===== config.mk =====
export PLATFORM = sky130hd
export DESIGN_NAME = axis_pcie_tlp_log_arbiter_flat
export DESIGN_NICKNAME = d
export VERILOG_FILES = /design/src/rtl/axis_pcie_tlp_log_arbiter_if.sv /design/src/rtl/axis_pcie_tlp_log_arbiter.sv /design/src/flat_wrapper.sv
export SDC_FILE = /design/constraint.sdc
export NUM_CORES = 1
export LEC_CHECK = 0
export CORE_ASPECT_RATIO = 1.75
export CORE_MARGIN = 2
export CORE_UTILIZATION = 63
export CTS_CLUSTER_SIZE = 40
export DETAILED_ROUTE_END_ITERATION = 16
export PLACE_DENSITY = 0.95
export SYNTH_ARGS = -nofsm -noshare
export SYNTH_HDL_FRONTEND = slang
export SYNTH_SLANG_ARGS = --single-unit

===== constraint.sdc =====
create_clock -name clk -period 5.87 [get_ports clk]
set_input_delay 1.174 -clock clk [delete_from_list [all_inputs] [get_ports clk]]
set_output_delay 1.174 -clock clk [all_outputs]
set_load 0.03 [all_outputs]

===== src/rtl/axis_pcie_tlp_log_arbiter_if.sv =====
// Bus bundle for axis_pcie_tlp_log_arbiter: requester push side plus logger output side.
// stat_grants/stat_stalls exist only when AXIS_PCIE_TLP_LOG_ARB_STATS_EN is defined.
interface axis_pcie_tlp_log_arbiter_if #(
    parameter int NUM_REQ = 4,
    parameter int MSG_W   = 64
);
    localparam int SRC_W = $clog2(NUM_REQ);

    logic [NUM_REQ-1:0]       req_valid;
    logic [NUM_REQ-1:0]       req_ts;
    logic [NUM_REQ*MSG_W-1:0] req_msg;
    logic [NUM_REQ-1:0]       req_ready;
    logic                     log_valid;
    logic                     log_ts_en;
    logic [MSG_W-1:0]         log_msg;
    logic [SRC_W-1:0]         log_src;
    logic                     log_ready;

`ifdef AXIS_PCIE_TLP_LOG_ARB_STATS_EN
    logic [31:0] stat_grants;
    logic [31:0] stat_stalls;

    modport slave (
        input  req_valid, req_ts, req_msg, log_ready,
        output req_ready, log_valid, log_ts_en, log_msg, log_src, stat_grants, stat_stalls
    );
    modport master (
        output req_valid, req_ts, req_msg, log_ready,
        input  req_ready, log_valid, log_ts_en, log_msg, log_src, stat_grants, stat_stalls
    );
`else
    modport slave (
        input  req_valid, req_ts, req_msg, log_ready,
        output req_ready, log_valid, log_ts_en, log_msg, log_src
    );
    modport master (
        output req_valid, req_ts, req_msg, log_ready,
        input  req_ready, log_valid, log_ts_en, log_msg, log_src
    );
`endif
endinterface


===== src/rtl/axis_pcie_tlp_log_arbiter.sv =====
// Round-robin arbiter sharing the TLP logger message port among NUM_REQ FIFO-buffered requesters.
// Optional counters enabled by `define AXIS_PCIE_TLP_LOG_ARB_STATS_EN.
module axis_pcie_tlp_log_arbiter #(
    parameter int NUM_REQ    = 4,
    parameter int MSG_W      = 64,
    parameter int FIFO_DEPTH = 4
) (
    input logic                        clk,
    input logic                        SoftReset,
    axis_pcie_tlp_log_arbiter_if.slave bus
);
    localparam int SRC_W = $clog2(NUM_REQ);
    localparam int AW    = $clog2(FIFO_DEPTH);
    localparam int PW    = AW + 1;

    typedef enum logic {
        IDLE,
        PRESENT
    } state_t;

    state_t             state;
    logic [MSG_W:0]     mem    [NUM_REQ][FIFO_DEPTH];
    logic [PW-1:0]      wr_ptr [NUM_REQ];
    logic [PW-1:0]      rd_ptr [NUM_REQ];
    logic [NUM_REQ-1:0] full;
    logic [NUM_REQ-1:0] nonempty;
    logic [NUM_REQ-1:0] push;
    logic [NUM_REQ-1:0] pop;
    logic [SRC_W-1:0]   rr_ptr;
    logic [SRC_W-1:0]   cand;
    logic [SRC_W-1:0]   gnt_idx;
    logic [SRC_W-1:0]   rr_next;
    logic               gnt_any;
    logic               load;
    logic [MSG_W:0]     head;

    logic               valid_q;
    logic               ts_q;
    logic [MSG_W-1:0]   msg_q;
    logic [SRC_W-1:0]   src_q;

    // Fullness comes from registered pointers only, so a same-cycle pop never frees a slot.
    always_comb begin
        full     = '0;
        nonempty = '0;
        for (int unsigned i = 0; i < NUM_REQ; i++) begin
            full[i]     = (wr_ptr[i][PW-1] != rd_ptr[i][PW-1]) &&
                          (wr_ptr[i][AW-1:0] == rd_ptr[i][AW-1:0]);
            nonempty[i] = (wr_ptr[i] != rd_ptr[i]);
        end
    end

    assign bus.req_ready = ~full;
    assign push          = bus.req_valid & ~full;

    always_comb begin
        gnt_any = 1'b0;
        gnt_idx = '0;
        cand    = '0;
        for (int unsigned k = 0; k < NUM_REQ; k++) begin
            cand = SRC_W'((32'(rr_ptr) + k) % NUM_REQ);
            if (!gnt_any && nonempty[cand]) begin
                gnt_any = 1'b1;
                gnt_idx = cand;
            end
        end
    end

    assign rr_next = SRC_W'((32'(gnt_idx) + 32'd1) % NUM_REQ);
    assign load    = gnt_any && ((state == IDLE) || bus.log_ready);
    assign head    = mem[gnt_idx][rd_ptr[gnt_idx][AW-1:0]];

    always_comb begin
        pop = '0;
        if (load) begin
            pop[gnt_idx] = 1'b1;
        end
    end

    always_ff @(posedge clk) begin
        for (int unsigned i = 0; i < NUM_REQ; i++) begin
            if (push[i]) begin
                mem[i][wr_ptr[i][AW-1:0]] <= {bus.req_ts[i], bus.req_msg[i*MSG_W +: MSG_W]};
            end
        end
    end

    always_ff @(posedge clk) begin
        if (SoftReset) begin
            for (int unsigned i = 0; i < NUM_REQ; i++) begin
                wr_ptr[i] <= '0;
                rd_ptr[i] <= '0;
            end
        end else begin
            for (int unsigned i = 0; i < NUM_REQ; i++) begin
                if (push[i]) begin
                    wr_ptr[i] <= wr_ptr[i] + 1'b1;
                end
                if (pop[i]) begin
                    rd_ptr[i] <= rd_ptr[i] + 1'b1;
                end
            end
        end
    end

    // A load in PRESENT replaces the consumed record in the same cycle (back-to-back).
    always_ff @(posedge clk) begin
        if (SoftReset) begin
            state   <= IDLE;
            valid_q <= 1'b0;
            ts_q    <= 1'b0;
            msg_q   <= '0;
            src_q   <= '0;
            rr_ptr  <= '0;
        end else begin
            case (state)
                IDLE: begin
                    if (load) begin
                        state   <= PRESENT;
                        valid_q <= 1'b1;
                        ts_q    <= head[MSG_W];
                        msg_q   <= head[MSG_W-1:0];
                        src_q   <= gnt_idx;
                        rr_ptr  <= rr_next;
                    end
                end
                PRESENT: begin
                    if (load) begin
                        ts_q   <= head[MSG_W];
                        msg_q  <= head[MSG_W-1:0];
                        src_q  <= gnt_idx;
                        rr_ptr <= rr_next;
                    end else if (bus.log_ready) begin
                        state   <= IDLE;
                        valid_q <= 1'b0;
                    end
                end
                default: begin
                    state   <= IDLE;
                    valid_q <= 1'b0;
                end
            endcase
        end
    end

    assign bus.log_valid = valid_q;
    assign bus.log_ts_en = ts_q;
    assign bus.log_msg   = msg_q;
    assign bus.log_src   = src_q;

`ifdef AXIS_PCIE_TLP_LOG_ARB_STATS_EN
    logic [31:0] grants;
    logic [31:0] stalls;

    always_ff @(posedge clk) begin
        if (SoftReset) begin
            grants <= '0;
            stalls <= '0;
        end else begin
            if (valid_q && bus.log_ready && (grants != '1)) begin
                grants <= grants + 32'd1;
            end
            if (valid_q && !bus.log_ready && (stalls != '1)) begin
                stalls <= stalls + 32'd1;
            end
        end
    end

    assign bus.stat_grants = grants;
    assign bus.stat_stalls = stalls;
`endif
endmodule


===== src/flat_wrapper.sv =====
// flat-port wrapper written by rule: the top's interface ports become plain ports
module axis_pcie_tlp_log_arbiter_flat 
#(
    parameter int NUM_REQ    = 4,
    parameter int MSG_W      = 64,
    parameter int FIFO_DEPTH = 4
)
  (clk, SoftReset, bus_req_valid, bus_req_ts, bus_req_msg, bus_log_ready, bus_req_ready, bus_log_valid, bus_log_ts_en, bus_log_msg, bus_log_src);
  axis_pcie_tlp_log_arbiter_if #(.NUM_REQ(NUM_REQ), .MSG_W(MSG_W)) bus_i ();
  input logic clk;
  input logic SoftReset;
  input wire logic [$bits(bus_i.req_valid)-1:0] bus_req_valid;
  input wire logic [$bits(bus_i.req_ts)-1:0] bus_req_ts;
  input wire logic [$bits(bus_i.req_msg)-1:0] bus_req_msg;
  input wire logic [$bits(bus_i.log_ready)-1:0] bus_log_ready;
  output wire logic [$bits(bus_i.req_ready)-1:0] bus_req_ready;
  output wire logic [$bits(bus_i.log_valid)-1:0] bus_log_valid;
  output wire logic [$bits(bus_i.log_ts_en)-1:0] bus_log_ts_en;
  output wire logic [$bits(bus_i.log_msg)-1:0] bus_log_msg;
  output wire logic [$bits(bus_i.log_src)-1:0] bus_log_src;
  assign bus_i.req_valid = bus_req_valid;
  assign bus_i.req_ts = bus_req_ts;
  assign bus_i.req_msg = bus_req_msg;
  assign bus_i.log_ready = bus_log_ready;
  assign bus_req_ready = bus_i.req_ready;
  assign bus_log_valid = bus_i.log_valid;
  assign bus_log_ts_en = bus_i.log_ts_en;
  assign bus_log_msg = bus_i.log_msg;
  assign bus_log_src = bus_i.log_src;
  axis_pcie_tlp_log_arbiter #(.NUM_REQ(NUM_REQ), .MSG_W(MSG_W), .FIFO_DEPTH(FIFO_DEPTH)) u_core (.clk(clk), .SoftReset(SoftReset), .bus(bus_i));
endmodule

* Word level (Yosys, flattened, before mapping)
Memory sizes are Yosys's and may differ from the RTL's.
Cells that the tools add are included.
** Word-level totals
- Word-level logic and storage cells :: 165
- Register bits after elaboration :: 71
- Memory bits (writable) :: 1064
- Memories :: 3
** Operators by class
- Add/sub/neg operators :: 12
- Magnitude comparators :: 15
- Reduce and logical (&&, ||, !) cells :: 18
- Muxes and demuxes :: 80
- Bitwise gates (word level) :: 16
- Equality and inequality tests :: 15
** Memory list
- u_core.mem :: depth 4, width 260, rd ports 1, clocked after memory_dff 0, write ports 4, RTL line axis_pcie_tlp_log_arbiter.sv:22 : logic [MSG_W:0] mem [NUM_REQ][FIFO_DEPTH];
- u_core.rd_ptr :: depth 4, width 3, rd ports 5, clocked after memory_dff 0, write ports 4, RTL line axis_pcie_tlp_log_arbiter.sv:24 : logic [PW-1:0] rd_ptr [NUM_REQ];
- u_core.wr_ptr :: depth 4, width 3, rd ports 4, clocked after memory_dff 0, write ports 4, RTL line axis_pcie_tlp_log_arbiter.sv:23 : logic [PW-1:0] wr_ptr [NUM_REQ];
** Operator list (number)
- $mux W260 :: 4
- $demux W65 S2 :: 4
- $mux W65 :: 6
- $bmux W65 S2 :: 1
- $mux W64 :: 1
- $mux W1 :: 42
- $add A3 B1 Y3 const B :: 8
- $mux W3 :: 8
- $ge A3 B3 Y1 const B :: 5
- $lt A2 B3 Y1 const B :: 5
- $not A2 Y3 :: 5
- $logic_and A1 B1 Y1 :: 13
- $lt A3 B1 Y1 const B :: 4
- $mux W2 :: 6
- $ne A3 B3 Y1 :: 4
- $bmux W1 S2 :: 4
- $eq A2 B2 Y1 :: 4
- $or A1 B1 Y1 :: 8
- $add A2 B1 Y2 const B :: 2
- $add A2 B2 Y2 const B :: 2
- $and A4 B4 Y4 :: 1
- $mux W4 :: 1
- $ne A1 B1 Y1 :: 4
- $ne A2 B2 Y1 const B :: 2
- 9 further kinds :: 12

* Logic depth before layout (Yosys ltp)
Gate-level depths: netlist (run 1).
- Depth after elaboration :: 22
- Depth in mapped cells :: 13

* Least setup slack after synthesis (run 1)
OpenSTA, ideal clock, no wires.
- Path kind :: input -> register
- Start point :: input port bus_req_valid[1]
- End point :: memory u_core.mem[1][195] in the netlist's numbering (enable)
- Data required time :: 5440 ps
- Stages on the path :: 1
- Arrival :: 2751 ps
- Library setup time :: 430 ps
- Path slack :: 2689 ps
- Path through :: and3_1
** RTL lines
- start, declared :: RTL line flat_wrapper.sv:12 : input wire logic [$bits(bus_i.req_valid)-1:0] bus_req_valid;
- end, declared :: RTL line axis_pcie_tlp_log_arbiter.sv:22

==> results of run 1 <==
[metal layers]
layer / GRT usage / up-vias / wire, um
li1: - / 11570 / -
met1: 0.3911 / 13590 / 40090
met2: 0.5669 / 2223 / 61440
met3: 0.07670 / 512 / 13630
met4: 0.2438 / 26 / 7854
met5: 0 / - / 161
[how the worst max path moves through the flow]
| stage | from | end | slack [ns] | cells past startpoint |
|---|---|---|---|---|
| 4_1_cts | u_core.rd_ptr[0][2] | u_core.bus.log_msg[50] | 1.20 | 11 |
| 3_5_place_dp | u_core.rd_ptr[0][2] | u_core.bus.log_msg[50] | 1.30 | 11 |
| 3_3_place_gp | u_core.rd_ptr[0][2] | u_core.bus.log_msg[45] | 1.54 | 11 |
| 2_1_floorplan | bus_req_valid[1] | u_core.mem[1][195] | 2.69 | 1 |
| 6_report | u_core.rd_ptr[0][2] | u_core.bus.log_msg[50] | 1.07 | 11 |
| 5_1_grt | u_core.rd_ptr[0][2] | u_core.bus.log_msg[50] | 0.91 | 11 |
[report_power, final]
part | switching, mW | internal, mW | leakage, nW
Clock | 2.78 | 3.51 | 1.51
Sequential | 0.419 | 10.1 | 10.4
Combinational | 9.17 | 4.72 | 5.86
[kinds of logic (layout without fill, tap and decap cells)]
family / Yosys count / in the layout / share of synthesized area
buffers and inverters: 212 / 570 / 0.02072
adder cells (fa/ha/maj): 24 / 24 / 0.006861
flip-flops: 1135 / 1135 / 0.7624
AND/OR/NAND/NOR: 475 / 475 / 0.04554
other: 0 / 20 / 0
AO/OA/AOI/OAI: 667 / 667 / 0.09957
XOR/XNOR: 20 / 20 / 0.004002
multiplexers: 266 / 266 / 0.06086
[area by class of cell]
class                           instances  area (um^2)
Tap cell                              903         1130
Fill cell                            3828        17490
Multi-Input combinational cell       1452         9615
Timing Repair Buffer                  386         3831
Clock inverter                         50        560.5
Sequential cell                      1135        33370
Inverter                               13        63.81
Clock buffer                          121         2532
Antenna cell                           20        50.05
[worst min-delay path: stages, from the launching register on]
cell     delay, ns
dfxtp_1       0.31
nand2_1       0.05
nand3_1       0.06
[sequential cells by signal, indices dropped and copies added (netlist names)]
register              flops
u_core.bus.log_valid      1
u_core.state              1
u_core.wr_ptr            12
u_core.bus.log_ts_en      1
u_core.rr_ptr             2
u_core.bus.log_src        2
u_core.bus.log_msg       64
u_core.mem             1040
u_core.rd_ptr            12
[layout by cell type (no fill, tap or decap), types with 2 or more instances in the layout]
cell type	netlist	routed
xnor2_1	11	11
a211oi_1	2	2
clkbuf_1	120	18
mux2i_1	265	265
o21ai_0	15	15
nor3_1	10	10
nor2_1	19	18
diode_2	0	20
clkdlybuf4s50_1	0	338
clkinvlp_4	0	9
inv_6	0	6
ha_1	24	24
and3_4	0	17
a31oi_1	3	2
xor2_1	9	9
clkinv_1	0	3
or3_1	2	2
buf_4	9	41
o21ai_1	115	115
inv_8	0	2
dfxtp_1	71	71
inv_1	11	11
nand3_1	67	67
buf_12	0	7
clkbuf_8	0	10
bufinv_16	0	10
nor2b_1	2	2
and3_1	21	4
nand2_1	340	340
nand2b_1	5	5
nor3b_1	4	4
a21o_1	4	4
a221oi_1	260	260
edfxtp_1	1064	1064
clkbuf_16	0	93
a21oi_1	261	261
clkinv_2	0	20
==> metrics.md, run 1 <==
| Metric | Value |
|---|---|
| Core area | 68,650 um^2 |
| Final Cycle Share | 0.8183 |
| Area Overhead vs Synth | 16.87% |
| CTS root buf | clkbuf_16 |
| Initial core utilization | 0.6376 |
| Ys flop type | edfxtp_1 |
| WP data required | 6.41 ns |
| Asr flop ratio synth | 0 |
| Post-route ant nets | 0 |
| DR iter-0 viols | 3,332 |
| Post-route DRC | 0 |
| Synth warn | 0 |
| RSZ-0062 raised after global routing | false |
| CP max FO | 50 |
| Placed inst area | 48,010 um^2 |
| Initial antenna violation count | 32 |
| Leakage power | 17.73 nW |
| Num ports | 339 |
| GRT Total Usage | 0.3418 |
| CP Capture Type | flip-flop |
| Number of synthesized flops with an enable pin | 1,064 |
| Mapped Area | 43,770 um^2 |
| Routed WL | 123.2 mm |
| Worst-margin pin slew | 1.281 ns |
| Vias in the first global route | 28.71k |
| R2R cell count | 11 |
| Worst Hold Launch | u_core.bus.log_msg[47] |
| Post_cts resized | 0 |
| Hold Path Class | reg2reg |
| Unique masters post-synth | 41 |
| Largest cells by area after synthesis | edfxtp_1 (73%), mux2i_1 (6.1%), a221oi_1 (5.2%) |
| Post-synthesis sequential area ratio | 0.7624 |
| Worst skew pair latency | 0.67 ns |
| Post-Synthesis Net Count | 3,090 |
| Final Non-Filler Cells | 4,080 |
| Die W | 203.3 um |
| Final GP Congestion | 0.8959 |
| Post-CTS Setup Bufs | 0 |
| Hold Path End | u_core.bus.log_msg[47] |
| Post-synth top area cell | edfxtp_1 |
| Design area | 51,160 um^2 |
| IR Drop Worst-Case VDD | 0.0007421 V |
| Vert. Die Dim | 352.7 um |
| Vias | 27.92k |
| Largest net degree at the start of global routing | 208 |
| Post-synth top cells | edfxtp_1 (1,064), nand2_1 (340), mux2i_1 (265), a21oi_1 (261), a221oi_1 (260) |
| Finish-stage setup viols | 0 |
| I/O Buffers | 338 |
| CP startpoint kind | flip-flop |
| Status | completed |
| CP max stage cell | a31oi_4 |
| FF+latch count, synth | 1,135 |
| Slowest stage delay, CP | 0.92 ns |
| FF-to-FF Start | u_core.rd_ptr[0][2] |
| Slew HR | 0.1458 |
| Fmax | 0.2082 GHz |
| Final core utilization | 0.7452 |
| Crit Path Class | reg2reg |
| Cell mode on critical path | buf_4 |
| Hold path cells | 2 |
| Total power | 30.69 mW |
| Dpl ws | 1.298 ns |
| Critical path, cell by cell | xor2_1, or3_1, a32oi_1, and3_4, buf_4, nand2_1, a31oi_4, buf_4, a221oi_1, o21ai_0, nand3_1 |
| Reg clk slew, reported paths | 0.07 ns |
| Synth Area per Inst | 15.64 um^2 |
| Max-Cap Viols | 0 |
| Worst r2r dst | u_core.bus.log_msg[50] |
| CTS Hold Buffers Added | 0 |
| GRT overflow | 0 |
| DIE AREA | 71,680 um^2 |
| Layout cells sized above 1 | 0.07095 |
| Vias per std cell | 6.843 |
| H-tree levels | 3 |
| Slew Viols, Final | 0 |
| Minimum clock period | 4.803 ns |
| Bufs and invs on worst path | 2 |
| Nets@finish | 3,370 |
| CTS sink cnt | 1,135 |
| Max Root-Sink Buffers | 3 |
| Setup ws final | 1.067 ns |
| Total CTS buffers | 91 |
| First-pass GRT wire length | 177.7 mm |
| Drt first pass iters | 9 |
| Post-DP HPWL | 72.39 mm |
| Cell Rows | 127 |
| Count leader, synth | edfxtp_1 |
| Worst Skew | 0.02673 ns |
| Critical Path AT | 5.34 ns |
| Final Hold Violating Endpoints | 0 |
| Inst Count DP | 3,889 |
| Pwr per Cell Area | 599.9 nW/um^2 |
| Setup TNS | 0 ns |
| Drt wl/cell | 30.19 um |
| Post-synth top area share | 0.7300 |
| CTS tree | built |
| Mapped Cells | 2,799 |
| Worst path top cell family by delay | compound AO/OA/AOI/OAI gates |
| Hold WS | 0.4733 ns |
| R2R setup slack | 1.07 ns |
No activity file was read; power rests on OpenSTA's default activity.
==> run 2, diff against run 1 <==
Settings changed: CORE_UTILIZATION 63 to 58, PLACE_DENSITY 0.95 to 0.89.
Clock period 5.87 ns to 5.01 ns, I/O delays scaled along.
==> run 2 against run 1 <==
Net effect:
- global-route usage shrank 3.6 points
- core utilization shrank 5.6 points
- non-clock buffer count shrank 5
- sequential cell count is the same
- register-to-register slack lost 0.15 ns
- clock power grew 26%
- worst hold slack lost 0.0036 ns
- first-iteration DRC count grew 9.1%
- wire length shrank 2.6%
- largest power group unchanged
- highest routed layer unchanged
==> metrics.md, run 2 (same netlist as run 1, synthesis figures left out) <==
| Metric | Value |
|---|---|
| Status | completed |
| Drt first pass iters | 7 (-2) |
| Area Overhead vs Synth | 17.88% |
| Worst r2r dst | u_core.bus.log_msg[10] |
| Finish-stage setup viols | 0 (unchanged) |
| Fmax | 0.2445 GHz (+17%) |
| Setup ws final | 0.9204 ns (-0.1463 ns) |
| First-pass GRT wire length | 172.0 mm (-3.2%) |
| Post-route DRC | 0 (unchanged) |
| Initial antenna violation count | 21 (-34%) |
| IR Drop Worst-Case VDD | 0.001584 V (+110%) |
| CTS sink cnt | 1,135 (unchanged) |
| CP max FO | 82 (+64%) |
| DR iter-0 viols | 3,636 (+9.1%) |
| Slew Viols, Final | 0 (unchanged) |
| Routed WL | 120.0 mm (-2.6%) |
| Total CTS buffers | 95 (+4.4%) |
| RSZ-0062 raised after global routing | false |
| Vias | 27.45k (-1.7%) |
| GRT overflow | 0 (unchanged) |
| Vert. Die Dim | 367.4 um (+4.2%) |
| Hold path cells | 2 (unchanged) |
| GRT Total Usage | 0.3056 (-0.03622) |
| Nets@finish | 3,369 (-0.030%) |
| Layout cells sized above 1 | 0.07150 (+0.0005429) |
| Hold Path End | u_core.bus.log_msg[45] |
| CP startpoint kind | flip-flop |
| Most frequent cells in the layout | edfxtp_1 (1,064), nand2_1 (340), clkdlybuf4s50_1 (338) |
| Worst Skew | 0.02717 ns (+0.0004361 ns) |
| Minimum clock period | 4.090 ns (-0.7137 ns) |
| Setup TNS | 0 ns (unchanged) |
| Max-Cap Viols | 0 (unchanged) |
| Vias in the first global route | 27.83k (-3.1%) |
| Worst-margin pin slew | 1.284 ns (+0.002395 ns) |
| DIE AREA | 77,760 um^2 (+8.5%) |
| FF-to-FF Start | u_core.wr_ptr[0][0] |
| H-tree levels | 3 (unchanged) |
| Critical Path AT | 4.65 ns (-0.69 ns) |
| Dpl ws | 1.103 ns (-0.1950 ns) |
| R2R setup slack | 0.92 ns (-0.15 ns) |
| Leakage power | 17.88 nW (+0.84%) |
| CTS tree | built |
| Drt wl/cell | 29.15 um (-3.4%) |
| Die W | 211.7 um (+4.1%) |
| Cell Rows | 133 (+4.7%) |
| Max reg flops | 1,040 (unchanged) |
| Pwr per Cell Area | 705.0 nW/um^2 (+18%) |
| Max Root-Sink Buffers | 3 (unchanged) |
| Final Cycle Share | 0.8163 (-0.001985) |
| CP Capture Type | flip-flop |
| CTS root buf | clkbuf_16 |
| Final Hold Violating Endpoints | 0 (unchanged) |
| Vias per std cell | 6.668 (-2.6%) |
| Worst Hold Launch | u_core.bus.log_msg[45] |
| Post-route ant nets | 0 (unchanged) |
| Largest net degree at the start of global routing | 177 (-15%) |
| Post-DP HPWL | 68.42 mm (-5.5%) |
| Worst skew pair latency | 0.67 ns (about the same) |
| Crit Path Class | reg2reg |
| Core area | 74,880 um^2 (+9.1%) |
| Reg clk slew, reported paths | 0.07 ns (about the same) |
| I/O Buffers | 338 (unchanged) |
| CTS Hold Buffers Added | 0 (unchanged) |
| Final GP Congestion | 0.8317 (-7.2%) |
| Total power | 36.38 mW (+19%) |
| WP data required | 5.57 ns (-0.84 ns) |
| Most common cell after layout, fill and taps aside | edfxtp_1 |
| Post_cts resized | 0 (unchanged) |
| Num ports | 339 (unchanged) |
| Final core utilization | 0.6890 (-0.05620) |
| R2R cell count | 10 (-1) |
| Initial core utilization | 0.5845 (-0.05312) |
| Hold Path Class | reg2reg |
| Slew HR | 0.1442 (-0.001597) |
| Post-CTS Setup Bufs | 0 (unchanged) |
[run 2: changes by cell type in the layout (fill, tap and decap cells not counted)]
cell,previous run,this run
clkinv_16,0,1
clkinv_1,3,9
bufinv_16,10,16
clkinvlp_4,9,6
buf_4,41,22
clkinv_4,1,6
inv_6,6,7
clkbuf_1,18,14
buf_12,7,21
clkbuf_8,10,8
clkinv_2,20,16
diode_2,20,10
clkbuf_16,93,96
[run 2: power by group]
| group | total [mW] | internal, mW | switching [mW] |
|---|---|---|---|
| registers | 12.3 | 11.8 | 0.458 |
| logic | 16.2 | 5.54 | 10.7 |
| clock network | 7.90 | 4.51 | 3.39 |
[run 2: worst max-delay path, cell delays in order (launching register included)]
cell and delay (ns):
edfxtp_1 0.49, xor2_1 0.21, or3_1 0.40, a32oi_1 0.29, and3_4 0.51, nand2_1 0.22
a31oi_4 0.23, buf_4 0.89, a221oi_1 0.21, o21ai_1 0.26, nand3_1 0.09
[run 2: layer usage]
| metal | global-route usage | wire, um | vias to the layer above |
|---|---|---|---|
| met5 | 0 | 168 | - |
| li1 | - | - | 11570 |
| met4 | 0.1820 | 6927 | 26 |
| met2 | 0.5257 | 60940 | 2001 |
| met1 | 0.3451 | 39640 | 13390 |
| met3 | 0.07148 | 12320 | 466 |
[run 2: metrics by stage]
stage	hold slack [ns]	instance area, um^2	instances
CTS	0.4753	51570	4106
floorplan	0.4486	43770	2799
detailed placement	0.4593	48200	3926
finish	0.4697	51600	4116
global route	0.4948	51590	4112
global placement	0.4517	48200	3926
[run 2: area by class of cell]
type,instances,area [um^2]
diodes,10,25.02
fillers,4681,23290
clock buffers,118,2565
multi-input cells,1452,9615
repair buffers,381,3969
well taps,945,1182
flip-flops and latches,1135,33370
clock inverters,62,803.3
inverters,13,63.81
[run 2: worst max path at each step]
stage                              from                      to  slack, ns  cells past startpoint
floorplan           u_core.wr_ptr[3][1]        u_core.mem[3][0]       1.91                      4
global placement    u_core.rd_ptr[1][1]  u_core.bus.log_msg[18]       1.25                     11
detailed placement  u_core.wr_ptr[0][1]  u_core.bus.log_msg[18]       1.10                     11
CTS                 u_core.wr_ptr[0][0]  u_core.bus.log_msg[20]       1.07                     11
global route        u_core.wr_ptr[0][0]  u_core.bus.log_msg[10]       0.75                     11
finish              u_core.wr_ptr[0][0]  u_core.bus.log_msg[10]       0.92                     10
